[config.mk]
export PLATFORM = sky130hd
export DESIGN_NAME = quire_window_arbiter
export DESIGN_NICKNAME = d
export VERILOG_FILES = /design/src/rtl/quire_pkg.sv /design/src/rtl/quire_window_arbiter_id_fifo.sv /design/src/rtl/quire_window_arbiter.sv
export SDC_FILE = /design/constraint.sdc
export NUM_CORES = 1
export LEC_CHECK = 0
export ABC_CLOCK_PERIOD_IN_PS = 4300
export CORE_AREA = 2 2 153 155
export DETAILED_ROUTE_END_ITERATION = 7
export DIE_AREA = 0 0 155 157
export DONT_BUFFER_PORTS = 1
export GPL_TIMING_DRIVEN = 0
export PLACE_DENSITY = 0.35
export SYNTH_ARGS = -nofsm -noshare
export SYNTH_HDL_FRONTEND = slang
export SYNTH_SLANG_ARGS = --single-unit
export TNS_END_PERCENT = 5
[constraint.sdc]
create_clock -name clk -period 4.3 [get_ports clk]
set_input_delay 0.645 -clock clk [delete_from_list [all_inputs] [get_ports clk]]
set_output_delay 0.645 -clock clk [all_outputs]
set_load 0.01 [all_outputs]
[src/rtl/quire_pkg.sv]
// Shared definitions for the posit16_1 quire window arbiter: posit and quire
// geometry, the beat record exchanged with a quire, and the arbiter states.
package quire_pkg;

  localparam int POSIT_W      = 16;
  localparam int POSIT_ES     = 1;
  localparam int QUIRE_W      = 128;
  localparam int BEAT_FRAC_W  = 12;
  localparam int BEAT_SCALE_W = 6;

  // One decoded posit beat as presented to the quire slave side.
  typedef struct packed {
    logic                    sow;
    logic                    eow;
    logic                    sign;
    logic                    zero;
    logic                    NaR;
    logic [BEAT_FRAC_W-1:0]  fraction;
    logic [BEAT_SCALE_W-1:0] scale;
  } beat_t;

  // IDLE: looking for the next window start. LOCKED: forwarding one window.
  typedef enum logic {
    IDLE   = 1'b0,
    LOCKED = 1'b1
  } arb_state_e;

endpackage

[src/rtl/quire_window_arbiter_id_fifo.sv]
// Small synchronous FIFO carrying the requester ID of every granted window
// until its end-of-window quire result has been handed downstream.
module id_fifo #(
  parameter int WIDTH = 2,
  parameter int DEPTH = 4
) (
  input  logic             clk,
  input  logic             rst_n,
  input  logic             push_i,
  input  logic [WIDTH-1:0] data_i,
  input  logic             pop_i,
  output logic [WIDTH-1:0] data_o,
  output logic             full_o,
  output logic             empty_o
);

  localparam int AW = $clog2(DEPTH);

  logic [WIDTH-1:0] mem_q [DEPTH];
  logic [AW:0]      wr_ptr_q, wr_ptr_d;
  logic [AW:0]      rd_ptr_q, rd_ptr_d;
  logic             wr_en;
  logic             rd_en;

  // Flags use one extra pointer bit to tell full from empty.
  always_comb begin
    empty_o  = (wr_ptr_q == rd_ptr_q);
    full_o   = (wr_ptr_q[AW] != rd_ptr_q[AW]) &&
               (wr_ptr_q[AW-1:0] == rd_ptr_q[AW-1:0]);
    wr_en    = push_i & ~full_o;
    rd_en    = pop_i & ~empty_o;
    wr_ptr_d = wr_ptr_q;
    rd_ptr_d = rd_ptr_q;
    if (wr_en) wr_ptr_d = wr_ptr_q + (AW+1)'(1);
    if (rd_en) rd_ptr_d = rd_ptr_q + (AW+1)'(1);
    data_o   = mem_q[rd_ptr_q[AW-1:0]];
  end

  // Pointer registers; storage contents need no reset.
  always_ff @(posedge clk or negedge rst_n) begin
    if (!rst_n) begin
      wr_ptr_q <= '0;
      rd_ptr_q <= '0;
    end else begin
      wr_ptr_q <= wr_ptr_d;
      rd_ptr_q <= rd_ptr_d;
    end
  end

  // ID storage write port.
  always_ff @(posedge clk) begin
    if (wr_en) mem_q[wr_ptr_q[AW-1:0]] <= data_i;
  end

endmodule

[src/rtl/quire_window_arbiter.sv]
// Shares one quire16_1 accumulator between NUM_REQ posit-decode streams.
// Whole windows (sow..eow) are granted round-robin and forwarded
// combinationally; each window's requester ID rides an ID FIFO so the
// end-of-window quire value can be returned tagged with its owner.
module quire_window_arbiter
  import quire_pkg::*;
#(
  parameter int NUM_REQ        = 4,
  parameter int FRACTION_WIDTH = 12,
  parameter int SCALE_WIDTH    = 6,
  parameter int ID_WIDTH       = $clog2(NUM_REQ),
  parameter int ID_FIFO_DEPTH  = 4
) (
  input  logic                              clk,
  input  logic                              rst_n,
  input  logic [NUM_REQ-1:0]                req_rts_i,
  output logic [NUM_REQ-1:0]                req_rtr_o,
  input  logic [NUM_REQ-1:0]                req_sow_i,
  input  logic [NUM_REQ-1:0]                req_eow_i,
  input  logic [NUM_REQ-1:0]                req_sign_i,
  input  logic [NUM_REQ-1:0]                req_zero_i,
  input  logic [NUM_REQ-1:0]                req_NaR_i,
  input  logic [NUM_REQ*FRACTION_WIDTH-1:0] req_fraction_i,
  input  logic [NUM_REQ*SCALE_WIDTH-1:0]    req_scale_i,
  output logic                              q_rts_o,
  output logic                              q_sow_o,
  output logic                              q_eow_o,
  output logic                              q_sign_o,
  output logic                              q_zero_o,
  output logic                              q_NaR_o,
  output logic [FRACTION_WIDTH-1:0]         q_fraction_o,
  output logic [SCALE_WIDTH-1:0]            q_scale_o,
  input  logic                              q_rtr_i,
  input  logic                              q_res_rts_i,
  input  logic                              q_res_eow_i,
  input  logic                              q_res_sow_i,
  input  logic                              q_res_NaR_i,
  input  logic [QUIRE_W-1:0]                q_res_data_i,
  output logic                              q_res_rtr_o,
  output logic                              res_rts_o,
  input  logic                              res_rtr_i,
  output logic [QUIRE_W-1:0]                res_data_o,
  output logic                              res_NaR_o,
  output logic [ID_WIDTH-1:0]               res_id_o,
  output logic                              proto_err_o
);

  arb_state_e                state_q, state_d;
  logic [ID_WIDTH-1:0]       grant_q, grant_d;
  logic [ID_WIDTH-1:0]       rr_ptr_q, rr_ptr_d;

  logic                      locked;
  logic [NUM_REQ-1:0]        eligible;
  logic [NUM_REQ-1:0]        violate;
  logic [2*NUM_REQ-1:0]      elig_dbl;
  logic [NUM_REQ-1:0]        elig_rot;
  logic                      any_elig;
  logic                      pick_found;
  logic [ID_WIDTH-1:0]       rr_pick;
  logic                      drop_hit;
  logic [NUM_REQ-1:0]        drop_vec;

  logic                      sel_rts;
  logic                      sel_sow;
  logic                      sel_eow;
  logic                      sel_sign;
  logic                      sel_zero;
  logic                      sel_NaR;
  logic [FRACTION_WIDTH-1:0] sel_fraction;
  logic [SCALE_WIDTH-1:0]    sel_scale;
  logic                      win_xfer;

  logic                      fifo_push;
  logic                      fifo_pop;
  logic                      fifo_full;
  logic                      fifo_empty;
  logic [ID_WIDTH-1:0]       fifo_head;

  // The start-of-window flag of a result beat carries no information here.
  logic                      unused_res_sow;
  assign unused_res_sow = q_res_sow_i;

  // (base + off) mod NUM_REQ for operands already below NUM_REQ.
  function automatic logic [ID_WIDTH-1:0] wrap_add(input logic [ID_WIDTH-1:0] base,
                                                   input logic [ID_WIDTH-1:0] off);
    logic [ID_WIDTH:0] sum;
    sum = {1'b0, base} + {1'b0, off};
    if (sum >= (ID_WIDTH+1)'(NUM_REQ)) sum = sum - (ID_WIDTH+1)'(NUM_REQ);
    return sum[ID_WIDTH-1:0];
  endfunction

  assign locked = (state_q == LOCKED);

  // Round-robin pick of the next window start and lowest-index stray beat.
  always_comb begin
    eligible   = req_rts_i & req_sow_i;
    violate    = req_rts_i & ~req_sow_i;
    any_elig   = |eligible;
    elig_dbl   = {eligible, eligible};
    elig_rot   = NUM_REQ'(elig_dbl >> rr_ptr_q);
    pick_found = 1'b0;
    rr_pick    = rr_ptr_q;
    for (int j = 0; j < NUM_REQ; j++) begin
      if (!pick_found && elig_rot[j]) begin
        pick_found = 1'b1;
        rr_pick    = wrap_add(rr_ptr_q, ID_WIDTH'(j));
      end
    end
    drop_hit = 1'b0;
    drop_vec = '0;
    for (int i = 0; i < NUM_REQ; i++) begin
      if (!drop_hit && violate[i]) begin
        drop_hit    = 1'b1;
        drop_vec[i] = 1'b1;
      end
    end
  end

  // Mux the granted requester's beat onto the quire side.
  always_comb begin
    sel_rts      = 1'b0;
    sel_sow      = 1'b0;
    sel_eow      = 1'b0;
    sel_sign     = 1'b0;
    sel_zero     = 1'b0;
    sel_NaR      = 1'b0;
    sel_fraction = '0;
    sel_scale    = '0;
    for (int i = 0; i < NUM_REQ; i++) begin
      if (grant_q == ID_WIDTH'(i)) begin
        sel_rts      = req_rts_i[i];
        sel_sow      = req_sow_i[i];
        sel_eow      = req_eow_i[i];
        sel_sign     = req_sign_i[i];
        sel_zero     = req_zero_i[i];
        sel_NaR      = req_NaR_i[i];
        sel_fraction = req_fraction_i[i*FRACTION_WIDTH +: FRACTION_WIDTH];
        sel_scale    = req_scale_i[i*SCALE_WIDTH +: SCALE_WIDTH];
      end
    end
    win_xfer = locked & sel_rts & q_rtr_i;
  end

  // Next-state logic: grant a window from IDLE, release it on the eow beat.
  always_comb begin
    state_d   = state_q;
    grant_d   = grant_q;
    rr_ptr_d  = rr_ptr_q;
    fifo_push = 1'b0;
    unique case (state_q)
      IDLE: begin
        // A full FIFO blocks the grant even if a result pops this cycle.
        if (any_elig && !fifo_full) begin
          grant_d   = rr_pick;
          fifo_push = 1'b1;
          state_d   = LOCKED;
        end
      end
      LOCKED: begin
        if (win_xfer && sel_eow) begin
          state_d  = IDLE;
          rr_ptr_d = wrap_add(grant_q, ID_WIDTH'(1));
        end
      end
      default: state_d = IDLE;
    endcase
  end

  // Arbiter state, grant and round-robin pointer registers.
  always_ff @(posedge clk or negedge rst_n) begin
    if (!rst_n) begin
      state_q  <= IDLE;
      grant_q  <= '0;
      rr_ptr_q <= '0;
    end else begin
      state_q  <= state_d;
      grant_q  <= grant_d;
      rr_ptr_q <= rr_ptr_d;
    end
  end

  // Upstream handshake and quire slave side; everything held at 0 in reset.
  always_comb begin
    req_rtr_o    = '0;
    proto_err_o  = 1'b0;
    q_rts_o      = 1'b0;
    q_sow_o      = 1'b0;
    q_eow_o      = 1'b0;
    q_sign_o     = 1'b0;
    q_zero_o     = 1'b0;
    q_NaR_o      = 1'b0;
    q_fraction_o = '0;
    q_scale_o    = '0;
    if (rst_n) begin
      if (locked) begin
        q_rts_o      = sel_rts;
        q_sow_o      = sel_sow;
        q_eow_o      = sel_eow;
        q_sign_o     = sel_sign;
        q_zero_o     = sel_zero;
        q_NaR_o      = sel_NaR;
        q_fraction_o = sel_fraction;
        q_scale_o    = sel_scale;
        for (int i = 0; i < NUM_REQ; i++) begin
          if (grant_q == ID_WIDTH'(i)) req_rtr_o[i] = q_rtr_i;
        end
      end else if (drop_hit) begin
        // Accept and discard one beat that arrived without a window start.
        req_rtr_o   = drop_vec;
        proto_err_o = 1'b1;
      end
    end
  end

  // Result path: swallow intermediate quire values, tag the final one.
  always_comb begin
    res_rts_o   = 1'b0;
    q_res_rtr_o = 1'b0;
    res_data_o  = '0;
    res_NaR_o   = 1'b0;
    res_id_o    = '0;
    fifo_pop    = 1'b0;
    if (rst_n) begin
      res_data_o = q_res_data_i;
      res_NaR_o  = q_res_NaR_i;
      res_id_o   = fifo_empty ? '0 : fifo_head;
      if (q_res_eow_i) begin
        res_rts_o   = q_res_rts_i & ~fifo_empty;
        q_res_rtr_o = res_rtr_i & ~fifo_empty;
        fifo_pop    = q_res_rts_i & res_rtr_i & ~fifo_empty;
      end else begin
        q_res_rtr_o = 1'b1;
      end
    end
  end

  id_fifo #(
    .WIDTH (ID_WIDTH),
    .DEPTH (ID_FIFO_DEPTH)
  ) u_id_fifo (
    .clk     (clk),
    .rst_n   (rst_n),
    .push_i  (fifo_push),
    .data_i  (grant_d),
    .pop_i   (fifo_pop),
    .data_o  (fifo_head),
    .full_o  (fifo_full),
    .empty_o (fifo_empty)
  );

endmodule
==> metrics.txt, run 1 <==
status finished clean; CTS tree yes; Placer Congestion 0.972; arrival time of the worst setup path 2.33 ns; worst slew pin tran 0.732 ns; Min Clock Period, post-route 2.97 ns; Tcrit/Tclk final 0.691; row count 55; register bit count reported by yosys 19; Post-synth ARST share 0.579; vias 3,073; DRT Wirelength 17.0 mm; worst setup path startpoint grant_q[0]; Hold WC Path Type in -> async; share of cells above drive strength 1 0.0534; Slew Limit Fails 0; WS Path Type reg -> out; Avg Synthesized Cell Area 7.51 um^2; leakage power 1.34 nW; synth top area cells and2_1 28%, dfrtp_1 9.4%, edfxtp_1 8.2%; CTS Sinks 19; max_slew headroom 0.507; Peak supply drop 410 uV; Reg2Reg Setup Slack 2.28 ns; full die area 24,300 um^2; Die X 155 um; largest net degree at the start of global routing 15; fin nets 635; # IOs 394; Critical Path RT 3.65 ns; sequential area share after synthesis 0.176; Post-synth EDFFs 8; upper clock frequency limit 336 MHz; initial antenna violation count 11; Core ar. 22,500 um^2; H-tree levels 1; Antenna Nets Post-Route 0; Cell variety after synth 45; global-route wire length before repair 22.0 mm; Critical Path Sink Type primary output; CTS Buf Count 3; IO Port Bufs 0; Final Hold Fails 0; Clk Latency, worst-skew pair 0.25 ns; clk root buf clkbuf_16; DRT iter0 DRCs 192; GRT Resource Usage Total 0.124; Power Density 548 nW/um^2; Clk pin slew, worst setup/hold paths 0.06 ns; Cell Area, Synth 2920 um^2; PostCTS Resize Cnt 0; non-filler cells, final 685; Startpoint Class flop; CTS max path bufs 2; top-area cell type share of the netlist area 0.283; CTS Hold Bufs 0; Starting Density 0.130; DRT Pass-1 Iters 4; number of global-route vias before repair 3,176; Post-synth top flop dfrtp_1; Synth area leader and2_1; Worst Clk Skew 0.00710 ns; RSZ-0062 raised after global routing false; total gr overflow 0; die span in y 157 um; Layout area overhead 15.5%; FF-to-FF path depth 7; Setup Fix Bufs, Post-CTS 0; vias per cell 4.49; synth warn 0; detailed-route DRC error count 0; Placed Cells 674; setup TNS 0 ns; Crit Path Max Fanout 10; setup violators final 0; Avg WL per Cell 24.8 um; HPWL after DPL 15.3 mm; synthesized instance count 389; Post-Syn Nets 630; maxcap violations 0; Critical R2R Launch grant_q[0]
-- final timing paths --
check                                   endpoint
setup reg to reg                     rr_ptr_q[1]
max in group asynchronous  u_id_fifo.rd_ptr_q[1]
setup / recovery                 q_fraction_o[3]
hold / removal             u_id_fifo.wr_ptr_q[1]
min in group clk           u_id_fifo.wr_ptr_q[2]
hold reg to reg            u_id_fifo.wr_ptr_q[2]
-- cells in the mapped netlist, drive strengths merged, types with 3 or more instances --
cell    instances
nand2          32
ha              9
a221oi         23
a21oi          23
nor2b           7
dfrtp          11
buf             9
nand3b          4
xnor2           6
clkbuf         24
nand3           3
a211o          22
inv            30
mux2            4
and2          132
nand2b          3
a211oi          3
and3            9
edfxtp          8
-- through the flow --
stage	instance area (um^2)	total power, mW	utilization	setup slack [ns]	hold WS (ns)
2_1_floorplan	2920	1.32	-	2.00	0.349
3_3_place_gp	3280	1.65	0.146	1.34	0.350
3_5_place_dp	3280	1.67	0.146	1.34	0.351
4_1_cts	3360	1.87	0.149	1.33	0.0805
5_1_grt	3370	2.00	0.150	1.22	0.0697
6_report	3380	1.85	0.150	1.33	0.0842
-- critical path, cell delays in order, from the launching register on --
cell and delay (ns):
dfrtp_1 0.43, inv_1 0.10, ha_1 0.22, buf_4 0.19, clkbuf_1 0.40, a221oi_1 0.12, a211o_1 0.31, a21oi_1 0.30
-- report_power, final --
part           internal, mW  leakage [nW]  switching, mW  total [mW]
Combinational         0.525          1.10          0.784        1.31
Sequential            0.268         0.202         0.0829       0.350
Clock                 0.125        0.0409         0.0649       0.189
Total                 0.917          1.34          0.931        1.85
-- metal layers --
layer / vias to the layer above / wire (um) / GRT usage
met5: - / 41 / 0
met4: 6 / 699 / 0.0591
met3: 36 / 1940 / 0.0529
met2: 262 / 8830 / 0.234
met1: 1420 / 5480 / 0.116
li1: 1349 / - / -
-- state kept, by name, indices dropped and copies added (netlist names) --
register / flops
u_id_fifo.rd_ptr_q: 3
grant_q: 2
u_id_fifo.wr_ptr_q: 3
u_id_fifo.mem_q: 8
locked: 1
rr_ptr_q: 2
-- cell type report --
cell class | count | area (um^2)
plain buffers | 33 | 154
well taps | 285 | 357
clock buffers | 3 | 75.1
clock inverters | 1 | 5.00
inverters | 30 | 113
fillers | 2600 | 19100
diodes | 7 | 17.5
multi-input cells | 307 | 2140
flip-flops and latches | 19 | 515
-- cell usage in the layout (no fill, tap or decap), types with 2 or more instances in the layout --
master / instances
a211o_1: 22
a211oi_1: 2
a21o_1: 2
a21oi_1: 23
a221oi_1: 22
a31oi_1: 2
and2_1: 132
and3_1: 9
buf_2: 3
buf_4: 3
buf_6: 2
clkbuf_1: 24
clkbuf_16: 3
dfrtp_1: 11
diode_2: 7
edfxtp_1: 8
ha_1: 9
inv_1: 30
mux2_4: 4
mux2i_1: 2
mux4_1: 2
nand2_1: 31
nand2b_1: 3
nand3_1: 3
nand3b_1: 3
nor2b_1: 7
nor3b_1: 2
o21a_1: 2
o21ai_0: 2
o22ai_1: 2
xnor2_1: 6
-- cells by family after synthesis --
family / synth area share
AO/OA/AOI/OAI: 0.226
XOR/XNOR: 0.0210
adder cells (fa/ha/maj): 0.0385
buffers and inverters: 0.0912
flip-flops: 0.176
multiplexers: 0.0454
AND/OR/NAND/NOR: 0.401
No activity file was read; power rests on OpenSTA's default activity.
==> run 2, diff against run 1 <==
--- a/config.mk
+++ b/config.mk
@@ -5,7 +5,7 @@
 export SDC_FILE = /design/constraint.sdc
 export NUM_CORES = 1
 export LEC_CHECK = 0
-export ABC_CLOCK_PERIOD_IN_PS = 4300
+export ABC_CLOCK_PERIOD_IN_PS = 2900
 export CORE_AREA = 2 2 153 155
 export DETAILED_ROUTE_END_ITERATION = 7
 export DIE_AREA = 0 0 155 157
==> constraint.sdc (replaced) <==
create_clock -name clk -period 2.9 [get_ports clk]
set_input_delay 0.435 -clock clk [delete_from_list [all_inputs] [get_ports clk]]
set_output_delay 0.435 -clock clk [all_outputs]
set_load 0.01 [all_outputs]
==> run 2 against run 1 <==
Effect of this change:
- flip-flop and latch count unchanged
- hold slack gained 0.36 ns
- critical path type unchanged
- sequential power increased by 49%
- routed wire length is 0.58% higher
- combinational power rose by 48%
- design area rose by 0.30%
- worst setup slack got worse by 1.2 ns
- critical endpoint is now q_fraction_o[6]
- final cell count is 0.15% higher
- clock power is 48% higher
==> metrics.txt, run 2 (same netlist as run 1, synthesis figures left out) <==
Worst Clk Skew 0.00669 ns (-0.000413 ns); Psw 1.38 mW (+49%); fin nets 636 (+0.16%); status finished clean; Final Hold Fails 0 (unchanged); most frequent cells in the layout 132 x and2_1, 31 x nand2_1, 30 x inv_1, 24 x clkbuf_1, 23 x a21oi_1; CTS max path bufs 2 (unchanged); setup violators final 0 (unchanged); WS Path Type reg -> out; worst hold start q_rtr_i; die span in y 157 um (unchanged); number of global-route vias before repair 3,184 (+0.25%); RSZ-0062 raised after global routing false; Min Clock Period, post-route 2.77 ns; clk root buf clkbuf_16; Critical Path RT 2.47 ns (-1.18 ns); Tcrit/Tclk final 0.956; DRT iter0 DRCs 202 (+5.2%); Hold WC Path Type in -> reg; Placer Congestion 0.972 (unchanged); Clk pwr share 0.102 (about the same); CTS Buf Count 3 (unchanged); full die area 24,300 um^2 (unchanged); vias per cell 4.47 (-0.37%); arrival time of the worst setup path 2.34 ns (about the same); Avg WL per Cell 24.9 um (+0.44%); FF-to-FF path depth 7 (unchanged); Power Density 811 nW/um^2 (+48%); r2r endpoint rr_ptr_q[1]; Startpoint Class flop; Critical Path Sink Type primary output; worst slew pin tran 0.732 ns (unchanged); max incr delay on CP 0.44 ns (about the same); H-tree levels 1 (unchanged); Core ar. 22,500 um^2 (unchanged); Gate power share 0.708 (about the same); HPWL after DPL 15.3 mm (unchanged); initial antenna violation count 11 (unchanged); row count 55 (unchanged); Placed Cells 674 (unchanged); max_slew headroom 0.507 (unchanged); Slew Limit Fails 0 (unchanged); non-filler cells, final 686 (+0.15%); global-route wire length before repair 22.2 mm (+0.56%); Setup Fix Bufs, Post-CTS 0 (unchanged); Crit Path Max Fanout 10 (unchanged); # fillers 2,600 (unchanged); Reg2Reg Setup Slack 0.88 ns (-1.40 ns); setup TNS 0 ns (unchanged); vias 3,066 (-0.23%); CTS tree yes; leakage power 1.35 nW (+0.31%); critical path cell sequence inv_1 -> ha_1 -> and2b_1 -> buf_4 -> a221oi_1 -> a211o_1 -> a21oi_1; Starting Density 0.130 (unchanged); upper clock frequency limit 361 MHz; # IOs 394 (unchanged); DRT Wirelength 17.1 mm (+0.58%); Flop pwr share 0.189 (about the same); Clk Latency, worst-skew pair 0.25 ns (about the same); total gr overflow 0 (unchanged); largest net degree at the start of global routing 12 (-3); Critical R2R Launch grant_q[0]; maxcap violations 0 (unchanged); CTS Sinks 19 (unchanged); PostCTS Resize Cnt 0 (unchanged); Die X 155 um (unchanged); number of flip-flops in the largest register 8 (unchanged); Hold Path Stages 2; detailed-route DRC error count 0 (unchanged); share of cells above drive strength 1 0.0533 (-0.000136); GRT Resource Usage Total 0.125 (+0.000760); hold endpoint rr_ptr_q[0]; Internal 1.36 mW (+48%); CTS Hold Bufs 1 (+1); Peak supply drop 606 uV (+48%); Antenna Nets Post-Route 0 (unchanged); slowest CP cell dfrtp_1; Clk pin slew, worst setup/hold paths 0.06 ns (about the same); Layout area overhead 15.9%; Sw Ratio 0.504 (+0.000523); DRT Pass-1 Iters 4 (unchanged); IO Port Bufs 0 (unchanged); most common cell after layout, fill and taps aside and2_1
[run 2: power by group through the flow]
stage / Sequential (mW) / Combinational (mW) / Clock, mW
floorplan: 0.483 / 1.48 / 0
global placement: 0.515 / 1.93 / 0
detailed placement: 0.521 / 1.96 / 0
CTS: 0.520 / 1.97 / 0.291
global route: 0.538 / 2.12 / 0.307
finish: 0.520 / 1.94 / 0.280
[run 2: layer usage]
metal	vias up	share of wire	global-route usage
li1	1351	-	-
met3	34	0.11	0.0529
met5	-	0.0024	0
met1	1415	0.33	0.118
met4	6	0.040	0.0591
met2	260	0.52	0.234
[run 2: worst max-delay path by stage]
stage	startpoint	end	slack (ns)
final	grant_q[0]	q_fraction_o[6]	0.13
after global routing	grant_q[0]	q_fraction_o[5]	0.04
after CTS	grant_q[0]	q_fraction_o[5]	0.14
after detailed placement	rst_n	q_fraction_o[5]	0.36
after global placement	rst_n	q_fraction_o[5]	0.36
after floorplan	grant_q[0]	q_fraction_o[0]	0.81
[run 2: worst max-delay path: cells and delay by family (launching register included)]
kind            cells  cell delay (ns)
buf+inv             2             0.32
simple gates        1             0.25
fa+ha+maj           1             0.32
compound gates      3             0.75
flops               1             0.44
[run 2: final cells by class]
class	instances	area (um^2)	area share
multi-input cells	307	2140	0.632
flip-flops and latches	19	515	0.152
well taps	285	357	0.105
plain buffers	33	154	0.0455
inverters	30	113	0.0333
clock buffers	3	75.1	0.0222
diodes	7	17.5	0.00517
repair buffers	1	10.0	0.00296
clock inverters	1	5.00	0.00148
[run 2: through the flow]
step	hold slack (ns)	cell area [um^2]	power, mW	setup WS, ns	util
after floorplan	0.139	2920	1.96	0.813	-
after global routing	0.458	3380	2.97	0.0362	0.150
final	0.441	3390	2.75	0.126	0.150
after detailed placement	0.141	3280	2.48	0.360	0.146
after global placement	0.140	3280	2.45	0.360	0.146
after CTS	0.441	3370	2.78	0.145	0.150
